`config.mk`:
```
export PLATFORM = sky130hd
export DESIGN_NAME = add_arbiter
export DESIGN_NICKNAME = d
export VERILOG_FILES = /design/src/rtl/add_arbiter_pkg.sv /design/src/rtl/add_arbiter_prefix.sv /design/src/rtl/add_arbiter.sv
export SDC_FILE = /design/constraint.sdc
export NUM_CORES = 1
export LEC_CHECK = 0
export CAP_MARGIN = 25
export CORE_UTILIZATION = 49
export DETAILED_ROUTE_END_ITERATION = 12
export PLACE_DENSITY_LB_ADDON = 0.3
export SLEW_MARGIN = 20
export SYNTH_ARGS = -nofsm -noshare
export SYNTH_HDL_FRONTEND = slang
export SYNTH_HIERARCHICAL = 1
export SYNTH_SLANG_ARGS = --single-unit
export TNS_END_PERCENT = 50
```
`constraint.sdc`:
```
create_clock -name clk -period 9.1 [get_ports clk]
set_clock_uncertainty 0.15 [all_clocks]
set_input_delay 1.365 -clock clk [delete_from_list [all_inputs] [get_ports clk]]
set_output_delay 1.365 -clock clk [all_outputs]
set_load 0.05 [all_outputs]
```
`src/rtl/add_arbiter_pkg.sv`:
```
`default_nettype none
// ============================================================================
//  Module      : add_arbiter_pkg
//  Description : Shared width default, requester id type and pipeline records
//                for the two-requester pipelined adder arbiter.
//  Revision    : 1.0 - initial release
// ============================================================================
package add_arbiter_pkg;

    localparam int c_w_default = 64;

    typedef logic id_t;

    // Records are sized for the widest supported operand; narrower W zero-extends.
    typedef struct packed {
        logic [c_w_default-1:0] a;
        logic [c_w_default-1:0] b;
        logic                   cin;
        id_t                    id;
    } s1_t;

    typedef struct packed {
        logic [c_w_default-1:0] s;
        logic                   cout;
`ifdef ADD_ARBITER_OVF_EN
        logic                   ovf;
`endif
        id_t                    id;
    } s2_t;

endpackage
`default_nettype wire

```
`src/rtl/add_arbiter_prefix.sv`:
```
`default_nettype none
// ============================================================================
//  Module      : prefix_add64
//  Description : Combinational parallel-prefix (Kogge-Stone) adder with
//                carry-out and carry into the most significant bit.
//  Revision    : 1.0 - initial release
// ============================================================================
module prefix_add64
    import add_arbiter_pkg::*;
#(
    parameter int W = c_w_default
) (
    input  logic [W-1:0] a,
    input  logic [W-1:0] b,
    input  logic         cin,
    output logic [W-1:0] s,
    output logic         cout,
    output logic         cmsb
);

    logic [W-1:0] w_p;
    logic [W-1:0] w_c;
    logic [W-1:0] w_gg;

    assign w_p = a ^ b;

    always_comb begin
        logic [W-1:0] w_g;
        logic [W-1:0] w_pp;
        logic [W-1:0] w_gn;
        logic [W-1:0] w_pn;
        // Fold carry-in into bit 0 so every group generate is a true carry-out.
        w_g    = a & b;
        w_g[0] = w_g[0] | (w_p[0] & cin);
        w_pp   = w_p;
        for (int d = 1; d < W; d = d * 2) begin
            w_gn = w_g;
            w_pn = w_pp;
            for (int i = 0; i < W; i++) begin
                if (i >= d) begin
                    w_gn[i] = w_g[i] | (w_pp[i] & w_g[i-d]);
                    w_pn[i] = w_pp[i] & w_pp[i-d];
                end
            end
            w_g  = w_gn;
            w_pp = w_pn;
        end
        w_gg   = w_g;
        w_c[0] = cin;
        for (int i = 1; i < W; i++) begin
            w_c[i] = w_g[i-1];
        end
    end

    assign s    = w_c ^ w_p;
    assign cout = w_gg[W-1];
    assign cmsb = w_c[W-1];

endmodule
`default_nettype wire

```
`src/rtl/add_arbiter.sv`:
```
`default_nettype none
// ============================================================================
//  Module      : add_arbiter
//  Description : Round-robin arbiter for two adder requesters feeding a
//                two-stage pipelined prefix adder with valid/ready output.
//                Define ADD_ARBITER_OVF_EN to add the signed-overflow output.
//  Revision    : 1.0 - initial release
// ============================================================================
module add_arbiter
    import add_arbiter_pkg::*;
#(
    parameter int W = c_w_default
) (
    input  logic         clk,
    input  logic         rst,
    input  logic         req0_valid,
    output logic         req0_ready,
    input  logic [W-1:0] req0_a,
    input  logic [W-1:0] req0_b,
    input  logic         req0_cin,
    input  logic         req1_valid,
    output logic         req1_ready,
    input  logic [W-1:0] req1_a,
    input  logic [W-1:0] req1_b,
    input  logic         req1_cin,
    output logic         res_valid,
    input  logic         res_ready,
    output logic [W-1:0] res_s,
    output logic         res_cout,
    output logic         res_id
`ifdef ADD_ARBITER_OVF_EN
    ,
    output logic         res_ovf
`endif
);

    logic         w_advance;
    logic         w_grant_ok;
    logic         w_pick1;
    logic         w_xfer;
    logic         r_s1_valid;
    logic         r_res_valid;
    logic         r_last_grant;
    s1_t          r_s1;
    s1_t          w_s1_next;
    s2_t          r_s2;
    s2_t          w_s2_next;
    logic [W-1:0] w_sum;
    logic         w_cout;
    logic         w_cmsb;

    assign w_advance  = !r_res_valid || res_ready;
    // Stage 1 may refill whenever it is empty, even if the output is stalled.
    assign w_grant_ok = !rst && (w_advance || !r_s1_valid);
    assign w_pick1    = req1_valid && (!req0_valid || !r_last_grant);
    assign req0_ready = w_grant_ok && !w_pick1;
    assign req1_ready = w_grant_ok && w_pick1;
    assign w_xfer     = (req0_valid && req0_ready) || (req1_valid && req1_ready);

    always_comb begin
        w_s1_next     = '0;
        w_s1_next.a   = c_w_default'(w_pick1 ? req1_a : req0_a);
        w_s1_next.b   = c_w_default'(w_pick1 ? req1_b : req0_b);
        w_s1_next.cin = w_pick1 ? req1_cin : req0_cin;
        w_s1_next.id  = w_pick1;
    end

    always_ff @(posedge clk) begin
        if (rst) begin
            r_s1_valid <= 1'b0;
        end else if (w_xfer) begin
            r_s1_valid <= 1'b1;
        end else if (w_advance) begin
            r_s1_valid <= 1'b0;
        end
    end

    always_ff @(posedge clk) begin
        if (w_xfer) begin
            r_s1 <= w_s1_next;
        end
    end

    prefix_add64 #(
        .W    (W)
    ) u_adder (
        .a    (r_s1.a[W-1:0]),
        .b    (r_s1.b[W-1:0]),
        .cin  (r_s1.cin),
        .s    (w_sum),
        .cout (w_cout),
        .cmsb (w_cmsb)
    );

    always_comb begin
        w_s2_next      = '0;
        w_s2_next.s    = c_w_default'(w_sum);
        w_s2_next.cout = w_cout;
        w_s2_next.id   = r_s1.id;
`ifdef ADD_ARBITER_OVF_EN
        w_s2_next.ovf  = w_cmsb ^ w_cout;
`endif
    end

`ifdef ADD_ARBITER_OVF_EN
    assign res_ovf = r_s2.ovf;
`else
    logic w_unused_cmsb;
    assign w_unused_cmsb = w_cmsb;
`endif

    // last_grant resets to 1 so req0 wins the first contest.
    always_ff @(posedge clk) begin
        if (rst) begin
            r_res_valid  <= 1'b0;
            r_s2         <= '0;
            r_last_grant <= 1'b1;
        end else begin
            if (w_advance) begin
                r_res_valid <= r_s1_valid;
                if (r_s1_valid) begin
                    r_s2 <= w_s2_next;
                end
            end
            if (w_xfer) begin
                r_last_grant <= w_pick1;
            end
        end
    end

    assign res_valid = r_res_valid;
    assign res_s     = r_s2.s[W-1:0];
    assign res_cout  = r_s2.cout;
    assign res_id    = r_s2.id;

endmodule
`default_nettype wire

```
# == Word level (Yosys, flattened, before mapping) ==
# Cells that the tools add are included.
# classes
add_sub_neg,0
multipliers,0
n_div,0
n_lt_le_gt_ge,0
eq_ne,0
shifts,0
n_mux,5
n_bitwise,905
n_reduce_logical,18
# ops
cell,count
$and A1 B1 Y1,580
$or A1 B1 Y1,322
$mux W64,2
$xor A64 B64 Y64,2
$and A64 B64 Y64,1
$logic_and A1 B1 Y1,6
$logic_not A1 Y1,6
$logic_or A1 B1 Y1,4
$mux W1,3
$reduce_and A2 Y1,1
$reduce_bool A2 Y1,1
# word_totals
ff_bits,199
latchBits,0
mem_bits_rw,0
romBits,0
in_bits,263
output_inout_bits,69
wordCells,938
n_memories,0

# == Longest topological paths before layout ==
# logic_depth
ltp_word,15
ltp_mapped,14
depth_no_buf,14

# == Cells and area by module ==
# Netlist, hierarchy kept.
# modules_own_cells
module,n_inst,cells_per_inst,area_each_um2
add_arbiter,1,591,8094.0
prefix_add64,1,543,3769.9

# == Worst setup path before layout ==
# Ideal clock, no wire load.
# synth_path
kind,input -> register
start,input port rst
end,"register r_s1[0] in the netlist's numbering, enable pin"
arrival_ps,7082
path_slack_ps,1247
path_stages,3
path_buffers,1
path_cell_list,clkbuf_1 > nand2b_1 > nor2_1
# synth_via
elab_chain_len,5
# synth_lines
element,line_no,source
start: declaration,add_arbiter.sv:15,"input logic rst,"
$logic_not A1 Y1 *,add_arbiter.sv:54,assign w_grant_ok = !rst && (w_advance || !r_s1_valid);
$logic_and A1 B1 Y1 *,add_arbiter.sv:54,
$logic_and A1 B1 Y1 (on tied branches),"add_arbiter.sv:56, add_arbiter.sv:57",
$logic_and A1 B1 Y1,add_arbiter.sv:58,assign w_xfer = (req0_valid && req0_ready) || (req1_valid && req1_ready);
$logic_or A1 B1 Y1 *,add_arbiter.sv:58,
via w_xfer,add_arbiter.sv:40,logic w_xfer;
end signal: assignment,add_arbiter.sv:80,r_s1 <= w_s1_next;
end: declaration,add_arbiter.sv:44,s1_t r_s1;
# Mark *: on every way through the listed nets, which the timed path passes. The rest lies on a longest branch.
# A chain may end at the register's enable or synchronous reset.

# == Final worst setup path ==
# layout_path
start,input port req1_valid
end,output port req0_ready
# layout_via
elab_chain_len,3
# layout_lines
element,line_no,source
start: declaration,add_arbiter.sv:21,"input logic req1_valid,"
$logic_and A1 B1 Y1,add_arbiter.sv:55,assign w_pick1 = req1_valid && (!req0_valid || !r_last_grant);
$logic_not A1 Y1,add_arbiter.sv:56,assign req0_ready = w_grant_ok && !w_pick1;
$logic_and A1 B1 Y1,add_arbiter.sv:56,
end: declaration,add_arbiter.sv:17,"output logic req0_ready,"
# Every way passes these cells.

==> results.cfg <==
[grt]
grt_pass1_vias = 10000
grt_overflow = 0
grt_first_pass_wirelength_um = 50000
grt_use_total = 0.258
antenna_found_initial = 0
largest_net_degree_at_the_start_of_global_routing = 74

[worst_hold_path]
worst_hold_path.num_cells = 2
endpoint_worst_hold = res_s[27]
worst_hold_startpoint = res_s[27]
timing.hold.worst.class = register to register

[detailed_routing]
via_count = 10100
viasPerCell = 5.77
drt_drc_violations_left = 0
drt-initial-drc-count = 797
dr.pass1.iters = 5
detail_route.wirelength_um = 32000
ant_nets = 0
routedWlPerCell_um = 18.3

[setup_path]
r2r_cells = 14
worstSetupStartpointType = primary input
worst_setup_path_startpoint = req1_valid
endpoint_of_the_most_critical_register_to_register_path = res_cout
rrSetupSlack_ps = 4890
cp_data_required_time_ps = 7590
r2r-start = r_s1[66]
timing_worst_setup_path_type = primary input to output port
setup.worst_path.end_class = output port
critical_path_peak_fanout = 50
critPathArrivalTime_ps = 3780

[clock_tree]
maximum_buffer_depth_of_the_clock_tree = 2
clock-sinks = 199
tritoncts = built
worst_setup_hold_path_clk_slew_ps = 70
cts_buffers = 17
ctsResizeCount = 0
postCtsSetupRepairBufs = 0
cts-htree-levels = 4
cts_hold_repair.buffers = 0
clk-insertion-delay-late_ps = 430
ctsRootBufferMaster = clkbuf_16

[logic_synthesis]
yosys_warn_count = 6
synth.top_cells.by_area = edfxtp_1 (33%), dfxtp_1 (12%), mux2_1 (7.3%)
synthFlopType = edfxtp_1
ys_async_sr_fraction = 0
syn_avg_cell_area_um2 = 10.5
synthMostInstantiatedCell = a21oi_1
synth_cell_type_count = 68
synth-seq-cells = 199
synth.top_cells.by_count = a21oi_1 (137), edfxtp_1 (130), o21ai_0 (88)
count_of_flip_flops_with_a_built_in_enable_after_synthesis = 130
netlist.area_leader.share = 0.329
postSynthNetCount = 1462
seq_area_frac_synth = 0.445
synth_cells = 1134
combined_area_of_all_synthesized_cells_um2 = 11900
post-synth-top-area-cell = edfxtp_1

[layout]
finalNetCount = 1742
layout-area-overhead-vs-synth_pct = 33.4
drive_gt1_frac = 0.0827
antenna_cell_count = 0
filler_cell_count = 1845

[die]
core-area_um2 = 23600
rows = 56
fp.dieH_um = 158
fp.dieArea_um2 = 24800
initial_utilization = 0.502
ioPinCount = 332
chipWidth_um = 158

[sta]
relSlewSlack = 0.378
fin_ws_ps = 3800
max_clock_freq_ghz = 0.189
setup-tns-final_ps = 0
hold_slack_ps = 326
min_period_ps = 5300
maxSlewViolCount = 0
worst_slew_pin_slew_ps = 933
fin_crit_sh = 0.582
report.final.setup_viol = 0
unrepaired_setup_endpoints_after_global_routing = false
hold_viol = 0

[run]
maxCapViolations = 0

[place]
place_congestion = 0.865
preCtsSetupSlack_ps = 3750
detailed_place_hpwl_um = 23100
port_buffer_cells = 331

[pwr]
power_per_cell_area_nw_per_um2 = 169
power.ir.vdd_worst_uv = 118
power.leakage_nw = 5.92

[outcome]
status = finished clean
-- report_power, final --
group	internal, W	switching (W)
logic	0.000374	0.000482
registers	0.00105	0.0000317
clock network	0.000384	0.000350
-- registers in the layout (all words and copies together) (netlist names) --
register      count
res_s            64
r_s1            130
r_last_grant      1
res_id            1
r_s1_valid        1
res_valid         1
res_cout          1
-- worst max-delay path, stage by stage --
cell and delay (ps):
clkdlybuf4s50_1 510, a21boi_4 470, buf_4 590, nor2_1 110, clkdlybuf4s50_1 720
-- placed cells by master, fill, tap and decap left out, types with 3 or more instances in the layout --
cell,n
buf_4,7
nand3_1,76
nand2b_1,8
edfxtp_1,130
nor3_1,8
o31ai_1,5
a21o_1,50
o21ai_2,3
inv_1,15
nand2_1,54
o21ai_0,88
mux2_1,77
a21oi_1,137
a31oi_1,8
o21bai_1,7
xnor2_1,36
nor4_1,3
xor2_1,26
nand4_1,18
clkbuf_16,17
inv_8,3
clkdlybuf4s50_1,330
a211o_1,4
nor2b_1,6
o31ai_2,3
o21a_1,4
clkbuf_1,3
clkinvlp_4,5
o21ai_1,10
mux2_2,52
o211ai_1,4
a211oi_1,6
ha_1,63
a21oi_2,4
dfxtp_1,68
nor2_1,39
-- per-stage QoR --
stage                     std cells  instance area [um^2]   util  power (W)
after global placement         1713                 15200  0.646    0.00193
after floorplan                1134                 11900      -    0.00166
after global routing           1746                 15800  0.670    0.00280
after detailed placement       1714                 15300  0.647    0.00195
after CTS                      1746                 15800  0.670    0.00268
final                          1746                 15800  0.670    0.00267
-- cell families (layout without fill, tap and decap cells) --
kind of cell / after synthesis / in the layout / share of synthesized area
and+or+nand+nor: 227 / 227 / 0.0950
DFF: 199 / 199 / 0.445
adders and majority gates: 65 / 65 / 0.0698
AOI/OAI and AO/OA: 357 / 357 / 0.183
xor gates and xnor gates: 62 / 62 / 0.0458
muxes: 129 / 129 / 0.122
buffers and inverters: 95 / 388 / 0.0389
-- layer usage --
metal  GRT usage  share of wire
met5           0              0
met4      0.0874          0.019
met3      0.0567          0.072
met2       0.459           0.50
met1       0.307           0.40
-- cell type report --
class	count	area, um^2	area share
Timing Repair Buffer	339	3380	0.214
Inverter	17	65.1	0.00411
Clock buffer	20	437	0.0276
Clock inverter	12	123	0.00775
Tap cell	319	399	0.0252
Multi-Input combinational cell	840	6140	0.388
Sequential cell	199	5290	0.334
-- worst max path at each step --
stage / to / slack, ps
finish: req0_ready / 3800
floorplan: r_s1[0] / 1250
global placement: req0_ready / 3840
CTS: req0_ready / 3750
detailed placement: req0_ready / 3750
global route: req0_ready / 3640
Power figures use the tool's default switching activity.
